$ cat src/rtl/qc_pkg.sv
// Shared types and widths for the gate-times-state sequencer.
// complexNum is the signed 16-bit fixed-point complex sample.
package qc_pkg;

  typedef struct packed {
    logic signed [15:0] a;
    logic signed [15:0] b;
  } complexNum;

  localparam int FRAC       = 14;
  localparam int PROD_W     = 32;
  localparam int ACC_BASE_W = 34;

  typedef enum logic [2:0] {
    IDLE,
    ISSUE,
    DRAIN,
    WRITE,
    FINISH
  } seqState;

  // Accumulator width that holds MAX = 2**n complex products without overflow.
  function automatic int accWidth(input int n);
    return ACC_BASE_W + n;
  endfunction

endpackage

$ cat src/rtl/complex_mac.sv
// Shared complex multiply-accumulate: one product per valid read beat,
// result is the accumulator shifted down by FRAC and saturated per component.
module complex_mac
  import qc_pkg::*;
#(
  parameter int N    = 3,
  parameter int FRAC = qc_pkg::FRAC
) (
  input  logic      clk,
  input  logic      reset,
  input  logic      clear,
  input  logic      issue,
  input  complexNum gateData,
  input  complexNum stateData,
  output complexNum result,
  output logic      resultSat
);

  localparam int ACC_W = accWidth(N);
  localparam logic signed [ACC_W-1:0] SAT_MAX = ACC_W'(32767);
  localparam logic signed [ACC_W-1:0] SAT_MIN = ACC_W'(-32768);

  logic                     rdValid;
  logic signed [PROD_W-1:0] pAA, pBB, pAB, pBA;
  logic signed [ACC_W-1:0]  term [2];
  logic signed [ACC_W-1:0]  acc  [2];
  logic signed [15:0]       comp [2];
  logic [1:0]               compSat;

  assign pAA = PROD_W'($signed(gateData.a)) * PROD_W'($signed(stateData.a));
  assign pBB = PROD_W'($signed(gateData.b)) * PROD_W'($signed(stateData.b));
  assign pAB = PROD_W'($signed(gateData.a)) * PROD_W'($signed(stateData.b));
  assign pBA = PROD_W'($signed(gateData.b)) * PROD_W'($signed(stateData.a));

  assign term[0] = ACC_W'(pAA) - ACC_W'(pBB);
  assign term[1] = ACC_W'(pAB) + ACC_W'(pBA);

  // Read data is only trusted on the beat following an issued read.
  always_ff @(posedge clk or posedge reset) begin
    if (reset) begin
      rdValid <= 1'b0;
      acc[0]  <= '0;
      acc[1]  <= '0;
    end else begin
      rdValid <= issue;
      if (clear) begin
        acc[0] <= '0;
        acc[1] <= '0;
      end else if (rdValid) begin
        for (int i = 0; i < 2; i++) begin
          acc[i] <= acc[i] + term[i];
        end
      end
    end
  end

  for (genvar gi = 0; gi < 2; gi++) begin : g_comp
    logic signed [ACC_W-1:0] shifted;
    logic                    hi;
    logic                    lo;

    assign shifted     = acc[gi] >>> FRAC;
    assign hi          = shifted > SAT_MAX;
    assign lo          = shifted < SAT_MIN;
    assign compSat[gi] = hi | lo;
    assign comp[gi]    = hi ? 16'sh7FFF : (lo ? 16'sh8000 : shifted[15:0]);
  end

  assign result.a  = comp[0];
  assign result.b  = comp[1];
  assign resultSat = |compSat;

endmodule

$ cat src/rtl/gate_mult_sequencer.sv
// Sequences out[r] = sum_c gate[r][c]*state[c] through one shared complex MAC:
// per row, MAX read beats, one drain beat for the last read, one write beat.
module gate_mult_sequencer
  import qc_pkg::*;
#(
  parameter int N    = 3,
  parameter int MAX  = 2**N,
  parameter int FRAC = qc_pkg::FRAC
) (
  input  logic         clk,
  input  logic         reset,
  input  logic         start,
  output logic         busy,
  output logic         done,
  output logic         sat,
  output logic [N-1:0] gate_row,
  output logic [N-1:0] gate_col,
  output logic         gate_rd,
  input  complexNum    gate_data,
  output logic [N-1:0] state_idx,
  input  complexNum    state_data,
  output logic         out_we,
  output logic [N-1:0] out_idx,
  output complexNum    out_data
);

  localparam logic [N-1:0] LAST = N'(MAX - 1);

  seqState      state, stateNext;
  logic [N-1:0] row, rowNext;
  logic [N-1:0] col, colNext;
  logic         macClear;
  logic         resultSat;

  always_ff @(posedge clk or posedge reset) begin
    if (reset) begin
      state <= IDLE;
      row   <= '0;
      col   <= '0;
      sat   <= 1'b0;
    end else begin
      state <= stateNext;
      row   <= rowNext;
      col   <= colNext;
      if (state == IDLE && start) begin
        sat <= 1'b0;
      end else if (out_we && resultSat) begin
        sat <= 1'b1;
      end
    end
  end

  always_comb begin
    stateNext = state;
    rowNext   = row;
    colNext   = col;
    busy      = 1'b1;
    done      = 1'b0;
    gate_rd   = 1'b0;
    out_we    = 1'b0;
    macClear  = 1'b0;
    case (state)
      IDLE: begin
        busy = 1'b0;
        if (start) begin
          macClear  = 1'b1;
          rowNext   = '0;
          colNext   = '0;
          stateNext = ISSUE;
        end
      end
      ISSUE: begin
        gate_rd = 1'b1;
        if (col == LAST) begin
          stateNext = DRAIN;
        end else begin
          colNext = col + 1'b1;
        end
      end
      DRAIN: begin
        stateNext = WRITE;
      end
      // The output is taken from the MAC this cycle, so clearing on the same edge is safe.
      WRITE: begin
        out_we   = 1'b1;
        macClear = 1'b1;
        if (row == LAST) begin
          stateNext = FINISH;
        end else begin
          rowNext   = row + 1'b1;
          colNext   = '0;
          stateNext = ISSUE;
        end
      end
      FINISH: begin
        done      = 1'b1;
        busy      = 1'b0;
        stateNext = IDLE;
      end
      default: begin
        stateNext = IDLE;
      end
    endcase
  end

  assign gate_row  = row;
  assign gate_col  = col;
  assign state_idx = col;
  assign out_idx   = row;

  complex_mac #(
    .N    (N),
    .FRAC (FRAC)
  ) u_mac (
    .clk       (clk),
    .reset     (reset),
    .clear     (macClear),
    .issue     (gate_rd),
    .gateData  (gate_data),
    .stateData (state_data),
    .result    (out_data),
    .resultSat (resultSat)
  );

endmodule

$ cat config.mk
export PLATFORM = sky130hd
export DESIGN_NAME = gate_mult_sequencer
export DESIGN_NICKNAME = d
export VERILOG_FILES = /design/src/rtl/qc_pkg.sv /design/src/rtl/complex_mac.sv /design/src/rtl/gate_mult_sequencer.sv
export SDC_FILE = /design/constraint.sdc
export NUM_CORES = 2
export LEC_CHECK = 0
export ABC_CLOCK_PERIOD_IN_PS = 12490
export CORE_UTILIZATION = 45
export DETAILED_ROUTE_END_ITERATION = 10
export PLACE_DENSITY = 0.61
export SLEW_MARGIN = 20
export SYNTH_ARGS = -nofsm -noshare
export SYNTH_HDL_FRONTEND = slang
export SYNTH_SLANG_ARGS = --single-unit
$ cat constraint.sdc
create_clock -name clk -period 12.49 [get_ports clk]
set_clock_uncertainty 0.15 [all_clocks]
set_input_delay 2.498 -clock clk [delete_from_list [all_inputs] [get_ports clk]]
set_output_delay 2.498 -clock clk [all_outputs]
set_load 0.005 [all_outputs]
==> flow_summary.toml <==
[critical_path]
cp_cell_sequence = "clkdlybuf4s50_1 -> nand2_1 -> fa_1 -> fa_1 -> fa_1 -> inv_1 -> fa_1 -> fa_1 -> fa_1 -> fa_1 -> inv_1 -> fa_1 -> inv_1 -> ha_1 -> o21a_1 -> o211ai_1 -> inv_1 -> a221oi_1 -> a21oi_2 -> o41ai_4 -> o311ai_2 -> xnor2_1 -> a211oi_2"
required_ps = 12690
crit_family = "adder cells"
cp_common_cell = "fa_1"
critPathLaunchType = "primary input"
slowest_delay_ps = 1190
crit_fanout = 22
critPathArrivalTime_ps = 11640
critical_path_class = "in2reg"
slowest_stage = "clkdlybuf4s50_1"
end_kind = "flip-flop"
cp_num_buf_inv = 5

[yosys]
yosysTopAreaCellShare_pct = 55.30
syn_area_per_cell_um2 = 9.482
synth.distinct_cells = 68
synth_edf_count = 0
async_reset_ff_share_pct = 100.0
synth_nets = 6877
syn-cell-area_um2 = 48730
synth-main-ff-cell = "dfrtp_1"
netlist_instances = 5139
ys_seq_area_share_pct = 4.365
yosysTopAreaCell = "fa_1"
synth-seq-cells = 85
synth_area_leaders = "fa_1, inv_1, ha_1"
ys_warn_count = 0

[final_layout]
design_area_um2 = 51920
drive_above_1_share_pct = 3.030
post-route-util_pct = 48.43
final_common_cell = "inv_1"
nets = 6881
area_delta_synth_final_pct = 6.553
mostFrequentLayoutCells = "inv_1, fa_1, nand2_1"

[clocking]
post_cts_resized = 0
cts-root-buf = "clkbuf_16"
cts_setup_buffers = 0
cts_tree = "done"
cts_buffer_depth = 2
postCtsHoldBufs = 0
insertion_delay_ps = 430
cts_buffers = 9
clkTransAtPathRegs_ps = 90
numClockSinks = 85
htreeDepth = 3

[floorplan]
die_width_um = 331.1
ios = 116
die_area_um2 = 109600
start_util_pct = 45.45
num_rows = 120
core_um2 = 107200
fp.dieH_um = 331.1

[sta]
fin_crit_ps = 11430
finalSetupTns_ps = 0
tightest_slew_ps = 1134
drv_slew = 0
setup_viol = 0
fmax_ghz = 0.08746
rsz0062_at_grt = "false"
whs_ps = 381.4
finalHoldViolations = 0
fin_crit_sh_pct = 91.55
slew_headroom_pct = 24.15

[global_routing]
antenna_found_initial = 14
grt_max_degree = 52
grt_util_all_layers_pct = 24.45
grt_pass1_vias = 36710
grt_pass1_wl_um = 202700
overflow = 0

[routing]
drtIter0Drc = 1926
wl_per_cell_um = 18.75
dr_total_vias = 32920
first_pass_iters = 5
viasPerCell = 5.018
wl_um = 123000
ant_nets = 0
route.detailed.drc = 0

[placement]
dpl.hpwl_um = 105000
place.gp.congestion = 0.8643
io_buffers = 115
placed_area_um2 = 51590

[run]
cap_violations = 0

[worst_hold_path]
hold_path.class = "reg2reg"

[outcome]
status = "finished, final reports clean"
## final cells by class
| cell class | count | area, um^2 |
|---|---|---|
| timing repair buffer | 220 | 1919 |
| inverter | 1484 | 5573 |
| clock buffer | 10 | 239.0 |
| antenna | 8 | 20.02 |
| multi-input combinational | 3343 | 40180 |
| sequential | 85 | 2131 |
| tap | 1403 | 1755 |
| clock inverter | 6 | 97.59 |
| fill | 10180 | 55280 |
## state kept, by name, indices dropped and copies added, names as in the netlist
name           count
u_mac.rdValid      1
state              3
gate_col           3
sat                1
gate_row           3
u_mac.acc         74
## path summary, 6_finish.rpt
check / cells past startpoint / slack, ps / startpoint / endpoint
max in group asynchronous: 3 / 8560 / reset / u_mac.acc[46]$_DFFE_PP0P_
worst max register to register: 24 / 4860 / u_mac.acc[12]$_DFFE_PP0P_ / u_mac.acc[25]$_DFFE_PP0P_
worst max-delay path: 23 / 1060 / state_data[16] / u_mac.acc[36]$_DFFE_PP0P_
worst min register to register: 2 / 380 / u_mac.acc[6]$_DFFE_PP0P_ / u_mac.acc[6]$_DFFE_PP0P_
worst min-delay path: 2 / 380 / u_mac.acc[6]$_DFFE_PP0P_ / u_mac.acc[6]$_DFFE_PP0P_
min in group asynchronous: 2 / 2410 / reset / state[0]$_DFFE_PP0P_
## cells in the mapped netlist (3+ instances only)
cell type  number
a211oi_1       16
a211oi_2        3
a21o_1         33
a21oi_1        71
a31oi_1        13
and2_1        445
and3_1          4
and4_1          3
buf_1           8
buf_4           6
clkbuf_1      213
dfrtp_1        85
fa_1         1346
ha_1          325
inv_1        1482
mux2i_1        36
nand2_1       581
nand2b_1       43
nand3_1        15
nand4_1         6
nor2_1        124
nor2b_1        32
nor3_1         14
nor4_1          5
nor4b_1         3
o211a_1         3
o211ai_1        3
o21a_1         38
o21ai_0        27
o21ai_1        18
o21bai_1        4
o22ai_1         7
o31ai_1         3
or2_1           3
or2_2           6
or3_1           5
xnor2_1        50
xor2_1         21
## stage by stage
step           worst slack [ps]  instances
5_1_grt                   679.6       6556
6_report                   1056       6559
3_5_place_dp              691.3       6535
4_1_cts                    1148       6551
3_3_place_gp              878.6       6535
2_1_floorplan              2225       5139
## worst reg2reg max path, delay by kind of cell (launching register included)
family	cells	cell delay [ps]
AO/OA/AOI/OAI	6	1710
XOR/XNOR	1	150
buffers and inverters	6	340
flip-flops	1	370
AND/OR/NAND/NOR	2	290
adder cells (fa/ha/maj)	9	4470
## cell families after synthesis
logic type	Yosys count	share of synthesized area (%)
buffers and inverters	1711	13.23
AOI/OAI and AO/OA	264	3.600
DFF	85	4.365
adders and majority gates	1671	63.65
muxes	38	0.7858
and+or+nand+nor	1299	13.10
xor gates and xnor gates	71	1.276
## routing by layer
metal	part of all wire, %	track usage [%]	vias to the layer above
li1	-	-	14570
met1	42	32.80	17380
met2	49	40.87	815
met3	5.5	3.303	143
met4	3.4	8.327	12
met5	0.055	0	-
Power is not shown: default switching activity piles up to over one toggle a cycle in this logic, so the estimate is an artifact.
